`src/rtl/alu_defs_pkg.sv`:
```
// rtl/alu_defs_pkg.sv - ALUOp, Funct and ALUControl encodings shared by the EX-stage control and the ALU
package alu_defs_pkg;

  localparam logic [1:0] ALUOP_MEM = 2'b00;
  localparam logic [1:0] ALUOP_BR  = 2'b01;
  localparam logic [1:0] ALUOP_R   = 2'b10;
  localparam logic [1:0] ALUOP_ORI = 2'b11;

  localparam logic [5:0] FN_ADD   = 6'b100000;
  localparam logic [5:0] FN_SUB   = 6'b100010;
  localparam logic [5:0] FN_AND   = 6'b100100;
  localparam logic [5:0] FN_OR    = 6'b100101;
  localparam logic [5:0] FN_SLT   = 6'b101010;
  localparam logic [5:0] FN_MULT  = 6'b011000;
  localparam logic [5:0] FN_MULTU = 6'b011001;

  localparam logic [3:0] ALUC_ADD = 4'b0010;
  localparam logic [3:0] ALUC_SUB = 4'b0110;
  localparam logic [3:0] ALUC_AND = 4'b0000;
  localparam logic [3:0] ALUC_OR  = 4'b0001;
  localparam logic [3:0] ALUC_SLT = 4'b0111;
  localparam logic [3:0] ALUC_NOP = 4'b1111;

  typedef enum logic [1:0] {
    S_IDLE = 2'd0,
    S_MUL  = 2'd1,
    S_DONE = 2'd2
  } state_e;

  function automatic logic is_mul_funct(input logic [5:0] fn);
    return (fn == FN_MULT) || (fn == FN_MULTU);
  endfunction

  // Unsupported R-type functs decode to NOP; the caller flags them as illegal.
  function automatic logic [3:0] alu_decode(input logic [1:0] op, input logic [5:0] fn);
    logic [3:0] code;
    code = ALUC_NOP;
    case (op)
      ALUOP_MEM: code = ALUC_ADD;
      ALUOP_BR:  code = ALUC_SUB;
      ALUOP_ORI: code = ALUC_OR;
      default: begin
        case (fn)
          FN_ADD:  code = ALUC_ADD;
          FN_SUB:  code = ALUC_SUB;
          FN_AND:  code = ALUC_AND;
          FN_OR:   code = ALUC_OR;
          FN_SLT:  code = ALUC_SLT;
          default: code = ALUC_NOP;
        endcase
      end
    endcase
    return code;
  endfunction

endpackage

```
`src/rtl/alu_control_unit_if.sv`:
```
// rtl/alu_control_unit_if.sv - request/response bundle between main control, ALU control and HI/LO consumers
interface alu_control_unit_if #(parameter int WIDTH = 32);

  logic             InValid;
  logic             InReady;
  logic [1:0]       ALUOp;
  logic [5:0]       Funct;
  logic [WIDTH-1:0] A;
  logic [WIDTH-1:0] B;
  logic [3:0]       ALUControl;
  logic             OutValid;
  logic             IllegalOp;
  logic             Busy;
  logic             MulDone;
  logic [WIDTH-1:0] HI;
  logic [WIDTH-1:0] LO;

  modport master (
    output InValid, ALUOp, Funct, A, B,
    input  InReady, ALUControl, OutValid, IllegalOp, Busy, MulDone, HI, LO
  );

  modport slave (
    input  InValid, ALUOp, Funct, A, B,
    output InReady, ALUControl, OutValid, IllegalOp, Busy, MulDone, HI, LO
  );

endinterface

```
`src/rtl/alu_control_unit_mul_seq.sv`:
```
// rtl/alu_control_unit_mul_seq.sv - fixed-latency shift-add multiplier with magnitude/sign fixup into HI/LO
module mul_seq #(
  parameter int WIDTH      = 32,
  parameter int MUL_CYCLES = 32
) (
  input  logic             clk,
  input  logic             rst,
  input  logic             start,
  input  logic             run,
  input  logic             signed_op,
  input  logic [WIDTH-1:0] a,
  input  logic [WIDTH-1:0] b,
  output logic             done,
  output logic [WIDTH-1:0] hi,
  output logic [WIDTH-1:0] lo
);

  localparam int CNT_W = $clog2(MUL_CYCLES);
  localparam logic [CNT_W-1:0] CNT_LAST = CNT_W'(MUL_CYCLES - 1);

  logic [WIDTH-1:0]   mcand_q, mcand_d;
  logic [WIDTH-1:0]   mplr_q, mplr_d;
  logic [2*WIDTH-1:0] acc_q, acc_d;
  logic               neg_q, neg_d;
  logic [CNT_W-1:0]   cnt_q, cnt_d;
  logic [WIDTH-1:0]   hi_q, hi_d;
  logic [WIDTH-1:0]   lo_q, lo_d;

  logic [WIDTH:0]     sum;
  logic [2*WIDTH-1:0] acc_next;
  logic [2*WIDTH-1:0] prod;

  assign done = run && (cnt_q == CNT_LAST);
  assign hi   = hi_q;
  assign lo   = lo_q;

  always_ff @(posedge clk or posedge rst) begin
    if (rst) begin
      mcand_q <= '0;
      mplr_q  <= '0;
      acc_q   <= '0;
      neg_q   <= 1'b0;
      cnt_q   <= '0;
      hi_q    <= '0;
      lo_q    <= '0;
    end else begin
      mcand_q <= mcand_d;
      mplr_q  <= mplr_d;
      acc_q   <= acc_d;
      neg_q   <= neg_d;
      cnt_q   <= cnt_d;
      hi_q    <= hi_d;
      lo_q    <= lo_d;
    end
  end

  always_comb begin
    mcand_d  = mcand_q;
    mplr_d   = mplr_q;
    acc_d    = acc_q;
    neg_d    = neg_q;
    cnt_d    = cnt_q;
    hi_d     = hi_q;
    lo_d     = lo_q;
    // The carry out of the upper-half add shifts back in as the new MSB.
    sum      = {1'b0, acc_q[2*WIDTH-1:WIDTH]} + (mplr_q[0] ? {1'b0, mcand_q} : '0);
    acc_next = {sum, acc_q[WIDTH-1:1]};
    prod     = neg_q ? -acc_next : acc_next;

    if (start) begin
      // -x of the most negative value is itself, which is the correct unsigned magnitude.
      mcand_d = (signed_op && a[WIDTH-1]) ? -a : a;
      mplr_d  = (signed_op && b[WIDTH-1]) ? -b : b;
      neg_d   = signed_op && (a[WIDTH-1] ^ b[WIDTH-1]);
      acc_d   = '0;
      cnt_d   = '0;
    end else if (run) begin
      acc_d  = acc_next;
      mplr_d = mplr_q >> 1;
      cnt_d  = cnt_q + 1'b1;
      if (done) begin
        hi_d = prod[2*WIDTH-1:WIDTH];
        lo_d = prod[WIDTH-1:0];
      end
    end
  end

endmodule

```
`src/rtl/alu_control_unit.sv`:
```
// rtl/alu_control_unit.sv - EX-stage ALU control: registered decode plus sequenced MULT/MULTU into HI/LO
module alu_control_unit
  import alu_defs_pkg::*;
#(
  parameter int WIDTH      = 32,
  parameter int MUL_CYCLES = 32
) (
  input  logic               Clk,
  input  logic               Rst,
  alu_control_unit_if.slave  bus
);

  state_e     state_q, state_d;
  logic [3:0] aluc_q, aluc_d;
  logic       out_valid_q, out_valid_d;
  logic       illegal_q, illegal_d;
  logic       mul_start;
  logic       mul_last;
  logic       is_mul;

  assign is_mul = (bus.ALUOp == ALUOP_R) && is_mul_funct(bus.Funct);

  always_ff @(posedge Clk or posedge Rst) begin
    if (Rst) begin
      state_q     <= S_IDLE;
      aluc_q      <= ALUC_ADD;
      out_valid_q <= 1'b0;
      illegal_q   <= 1'b0;
    end else begin
      state_q     <= state_d;
      aluc_q      <= aluc_d;
      out_valid_q <= out_valid_d;
      illegal_q   <= illegal_d;
    end
  end

  always_comb begin
    state_d     = state_q;
    aluc_d      = aluc_q;
    out_valid_d = 1'b0;
    illegal_d   = 1'b0;
    mul_start   = 1'b0;
    case (state_q)
      S_IDLE: begin
        if (bus.InValid) begin
          if (is_mul) begin
            mul_start = 1'b1;
            state_d   = S_MUL;
          end else begin
            aluc_d      = alu_decode(bus.ALUOp, bus.Funct);
            out_valid_d = 1'b1;
            illegal_d   = (bus.ALUOp == ALUOP_R) && (aluc_d == ALUC_NOP);
          end
        end
      end
      S_MUL: begin
        if (mul_last) state_d = S_DONE;
      end
      S_DONE:  state_d = S_IDLE;
      default: state_d = S_IDLE;
    endcase
  end

  mul_seq #(
    .WIDTH      (WIDTH),
    .MUL_CYCLES (MUL_CYCLES)
  ) u_mul_seq (
    .clk       (Clk),
    .rst       (Rst),
    .start     (mul_start),
    .run       (state_q == S_MUL),
    .signed_op (bus.Funct == FN_MULT),
    .a         (bus.A),
    .b         (bus.B),
    .done      (mul_last),
    .hi        (bus.HI),
    .lo        (bus.LO)
  );

  assign bus.InReady    = (state_q == S_IDLE) && !Rst;
  assign bus.ALUControl = aluc_q;
  assign bus.OutValid   = out_valid_q;
  assign bus.IllegalOp  = illegal_q;
  assign bus.Busy       = (state_q != S_IDLE);
  assign bus.MulDone    = (state_q == S_DONE);

endmodule

```
`src/flat_wrapper.sv`:
```
// flat-port wrapper written by rule: the top's interface ports become plain ports
module alu_control_unit_flat import alu_defs_pkg::*;
#(
  parameter int WIDTH      = 32,
  parameter int MUL_CYCLES = 32
)
  (Clk, Rst, bus_InValid, bus_ALUOp, bus_Funct, bus_A, bus_B, bus_InReady, bus_ALUControl, bus_OutValid, bus_IllegalOp, bus_Busy, bus_MulDone, bus_HI, bus_LO);
  alu_control_unit_if #(.WIDTH(WIDTH)) bus_i ();
  input  logic Clk;
  input  logic Rst;
  input wire logic [$bits(bus_i.InValid)-1:0] bus_InValid;
  input wire logic [$bits(bus_i.ALUOp)-1:0] bus_ALUOp;
  input wire logic [$bits(bus_i.Funct)-1:0] bus_Funct;
  input wire logic [$bits(bus_i.A)-1:0] bus_A;
  input wire logic [$bits(bus_i.B)-1:0] bus_B;
  output wire logic [$bits(bus_i.InReady)-1:0] bus_InReady;
  output wire logic [$bits(bus_i.ALUControl)-1:0] bus_ALUControl;
  output wire logic [$bits(bus_i.OutValid)-1:0] bus_OutValid;
  output wire logic [$bits(bus_i.IllegalOp)-1:0] bus_IllegalOp;
  output wire logic [$bits(bus_i.Busy)-1:0] bus_Busy;
  output wire logic [$bits(bus_i.MulDone)-1:0] bus_MulDone;
  output wire logic [$bits(bus_i.HI)-1:0] bus_HI;
  output wire logic [$bits(bus_i.LO)-1:0] bus_LO;
  assign bus_i.InValid = bus_InValid;
  assign bus_i.ALUOp = bus_ALUOp;
  assign bus_i.Funct = bus_Funct;
  assign bus_i.A = bus_A;
  assign bus_i.B = bus_B;
  assign bus_InReady = bus_i.InReady;
  assign bus_ALUControl = bus_i.ALUControl;
  assign bus_OutValid = bus_i.OutValid;
  assign bus_IllegalOp = bus_i.IllegalOp;
  assign bus_Busy = bus_i.Busy;
  assign bus_MulDone = bus_i.MulDone;
  assign bus_HI = bus_i.HI;
  assign bus_LO = bus_i.LO;
  alu_control_unit #(.WIDTH(WIDTH), .MUL_CYCLES(MUL_CYCLES)) u_core (.Clk(Clk), .Rst(Rst), .bus(bus_i));
endmodule
```
`config.mk`:
```
export PLATFORM = sky130hd
export DESIGN_NAME = alu_control_unit_flat
export DESIGN_NICKNAME = d
export VERILOG_FILES = /design/src/rtl/alu_defs_pkg.sv /design/src/rtl/alu_control_unit_if.sv /design/src/rtl/alu_control_unit_mul_seq.sv /design/src/rtl/alu_control_unit.sv /design/src/flat_wrapper.sv
export SDC_FILE = /design/constraint.sdc
export NUM_CORES = 1
export LEC_CHECK = 0
export ABC_AREA = 1
export CAP_MARGIN = 20
export CORE_MARGIN = 5
export CORE_UTILIZATION = 40
export DETAILED_ROUTE_END_ITERATION = 8
export PLACE_DENSITY = 0.59
export SLEW_MARGIN = 20
export SYNTH_ARGS = -nofsm -noshare
export SYNTH_HDL_FRONTEND = slang
export SYNTH_SLANG_ARGS = --single-unit
```
`constraint.sdc`:
```
create_clock -name Clk -period 8 [get_ports Clk]
set_input_delay 1.6 -clock Clk [delete_from_list [all_inputs] [get_ports Clk]]
set_output_delay 1.6 -clock Clk [all_outputs]
set_load 0.005 [all_outputs]
```
==> flow_metrics.env <==
export IMPL_hold_path_endpoint="u_core.u_mul_seq.hi[20]"
export IMPL_fin_setup_tns_ns=0
export IMPL_skew_ns=0.01410
export IMPL_timing_rr_start="u_core.state_q[0]"
export IMPL_die_area_mm2=0.03894
export IMPL_finalSetupViolCount=0
export IMPL_synth_edf_count=0
export IMPL_tightest_slew_ns=1.031
export IMPL_avgSynthCellArea_um2=6.748
export IMPL_peakVddDrop_uv=167.1
export IMPL_slowest_delay_ns=0.78
export IMPL_r2r_end="u_core.u_mul_seq.cnt_q[2]"
export IMPL_hold_slack_ns=0.4753
export IMPL_drt_drc_violations_left=0
export IMPL_fin_nets=2314
export IMPL_setup_ws_ns=3.226
export IMPL_synth_top_area_cell="dfrtp_1"
export IMPL_syn_inst=2080
export IMPL_power_frac_comb=0.400
export IMPL_cts_tree="built"
export IMPL_period_share=0.5967
export IMPL_vias_per_cell=4.973
export IMPL_cts_buffers_inserted=25
export IMPL_place_detailed_hpwl_um=30670
export IMPL_p_leak_nw=8.504
export IMPL_crit_path_cell_trace="clkdlybuf4s50_1, inv_1, nor2_1, nand3_1, nor2_1, inv_1, nor2_4, inv_1, nand2_2, inv_2, a32o_1"
export IMPL_drtPass1Iterations=5
export IMPL_synth_area_mm2=0.01404
export IMPL_stdcell_count=2674
export IMPL_overflow=0
export IMPL_cp_start_kind="input port"
export IMPL_reg2reg_depth=9
export IMPL_cts_buffer_depth=3
export IMPL_syn_num_nets=2193
export IMPL_io_buffers=147
export IMPL_synth_cell_types=51
export IMPL_maxSlewHeadroom=0.3102
export IMPL_core_mm2=0.03463
export IMPL_antenna_found_initial=0
export IMPL_vias=13298
export IMPL_ys_warn_count=0
export IMPL_power_frac_clock=0.260
export IMPL_clk_latency_ns=0.56
export IMPL_worstHoldPathCells=2
export IMPL_cts_hold_buf=0
export IMPL_io_pins=148
export IMPL_fmax_mhz=209.5
export IMPL_drtAntennaViolNets=0
export IMPL_fin_area_mm2=0.01675
export IMPL_final_util=0.4838
export IMPL_areaGrowthSynthToFinish_pct=19.37
export IMPL_crit_path_max_fanout=55
export IMPL_drv_cap=0
export IMPL_status="finished, final reports clean"
export IMPL_rrSetupSlack_ns=4.23
export IMPL_required_ns=8.43
export IMPL_final_hold_violation_count=0
export IMPL_crit_family="simple AND/OR/NAND/NOR gates"
export IMPL_routabilityCongestion=0.9091
export IMPL_grt_util_all_layers=0.2041
export IMPL_worstSetupPathType="input port to register"
export IMPL_power_net_switching_mw=1.729
export IMPL_dp_cells=2628
export IMPL_initial_core_util=0.4053
export IMPL_crit_slowest_cell="nand2_2"
export IMPL_cp_end_kind="register"
export IMPL_p_sw_frac=0.3908
export IMPL_synth_area_leaders="dfrtp_1 (36%), nand2_1 (18%), inv_1 (7.7%)"
export IMPL_grt_pass1_wl_um=65800
export IMPL_hp_class="register to register"
export IMPL_ys_ff_latch=205
export IMPL_path_buf_inv=5
export IMPL_hold_start="u_core.u_mul_seq.hi[20]"
export IMPL_grt_max_degree=146
export IMPL_cts_resized_gates=0
export IMPL_final_layout_size_suffix_gt1_frac=0.05994
export IMPL_cts_root_buf="clkbuf_16"
export IMPL_clkTransAtPathRegs_ns=0.06
export IMPL_async_flop_share=1.000
export IMPL_preCtsSetupSlack_ns=2.614
export IMPL_seq_power_share=0.339
export IMPL_h_tree_depth=1
export IMPL_post_cts_setup_buffers=0
export IMPL_fp_dieW_um=197.3
export IMPL_rsz0062_at_grt="false"
export IMPL_diodes=0
export IMPL_wl_per_cell_um=15.05
export IMPL_yosysSeqAreaShare=0.3656
export IMPL_internal_power_mw=2.696
export IMPL_pwr_density_cell_mw_per_mm2=264.1
export IMPL_wl_um=40240
export IMPL_die_h_um=197.3
export IMPL_path_common_cell="inv_1"
export IMPL_num_rows=68
export IMPL_layout_min_cycle_time_ns=4.774
export IMPL_slew_viol_final=0
export IMPL_clkSinkCount=205
export IMPL_drtIter0Drc=892
export IMPL_power_mw=4.426
export IMPL_synthFlopType="dfrtp_1"
export IMPL_grt_pass1_vias=12660
export IMPL_dpl_cell_area_mm2=0.01590
export IMPL_arrival_ns=5.21
export IMPL_synth_top_cell_area_share=0.3637
[registers in the layout, summed over array words and instances, names as in the netlist]
register	cells
u_core.u_mul_seq.hi	32
u_core.u_mul_seq.acc_q	63
u_core.u_mul_seq.mplr_q	32
u_core.bus.IllegalOp	1
u_core.u_mul_seq.neg_q	1
u_core.u_mul_seq.mcand_q	32
u_core.state_q	2
u_core.bus.OutValid	1
u_core.u_mul_seq.cnt_q	5
u_core.bus.ALUControl	4
u_core.u_mul_seq.lo	32
[metal layers]
layer	share of wire	GRT usage
met5	0	0
met4	0.021	0.04648
met3	0.054	0.03189
met2	0.45	0.3267
met1	0.48	0.2926
[power groups by stage]
| stage | Combinational [mW] | Sequential, mW | Clock [mW] |
|---|---|---|---|
| floorplan | 1.15 | 1.49 | 0 |
| global placement | 1.75 | 1.52 | 0 |
| detailed placement | 1.77 | 1.52 | 0 |
| CTS | 1.78 | 1.51 | 1.18 |
| global route | 2.00 | 1.54 | 1.22 |
| finish | 1.77 | 1.50 | 1.15 |
[how the worst max path moves through the flow]
| stage | to | cells after the start | from |
|---|---|---|---|
| detailed placement | u_core.u_mul_seq.mplr_q[13] | 11 | bus_Funct[3] |
| CTS | u_core.u_mul_seq.cnt_q[2] | 11 | bus_Funct[3] |
| floorplan | u_core.bus.ALUControl[0] | 1 | Rst |
| global placement | u_core.u_mul_seq.mplr_q[13] | 11 | bus_ALUOp[1] |
| global route | u_core.u_mul_seq.acc_q[43] | 12 | bus_Funct[3] |
| finish | u_core.u_mul_seq.cnt_q[2] | 11 | bus_Funct[3] |
[area by class of cell]
cell class / count / area [um^2]
fillers: 3541 / 17870
clock buffers: 34 / 709.4
flip-flops and latches: 205 / 5131
inverters: 302 / 1146
multi-input cells: 1513 / 7543
repair buffers: 154 / 1531
well taps: 455 / 569.3
clock inverters: 11 / 123.9
[synthesized netlist by cell type, types with 24 or more instances]
master and count:
nand3_1 105, a21oi_1 41, o21ai_0 178, o22ai_1 34
clkbuf_1 46, nand4_1 24, nand2_1 682, ha_1 37
inv_1 287, nor2_1 163, dfrtp_1 204, xor2_1 82
[layout by cell type (no fill, tap or decap), types with 8 or more instances in the layout]
cell / n
a21oi_1: 41
clkbuf_16: 25
clkdlybuf4s50_1: 147
dfrtp_1: 204
ha_1: 37
inv_1: 286
inv_2: 15
nand2_1: 680
nand2_2: 23
nand3_1: 105
nand4_1: 24
nor2_1: 163
nor2_2: 22
nor3_1: 20
o21ai_0: 178
o21ai_1: 12
o22ai_1: 34
o31ai_1: 8
xnor2_1: 13
xor2_1: 82
[worst reg2reg max path, cell delays in order (launching register included)]
cell and delay [ns]:
dfrtp_1 0.43, nor2_1 0.28, inv_1 0.16, nor2_1 0.11, inv_1 0.08, nor2_4 0.53, inv_1 0.16, nand2_2 0.78
inv_2 0.70, a32o_1 0.41
[kinds of logic after synthesis]
logic type / share of synthesized area
buffers and inverters: 0.09806
adder cells (fa/ha/maj): 0.03441
AO/OA/AOI/OAI: 0.1145
XOR/XNOR: 0.05928
flip-flops: 0.3656
AND/OR/NAND/NOR: 0.3282
(Power assumes the default switching activity.)
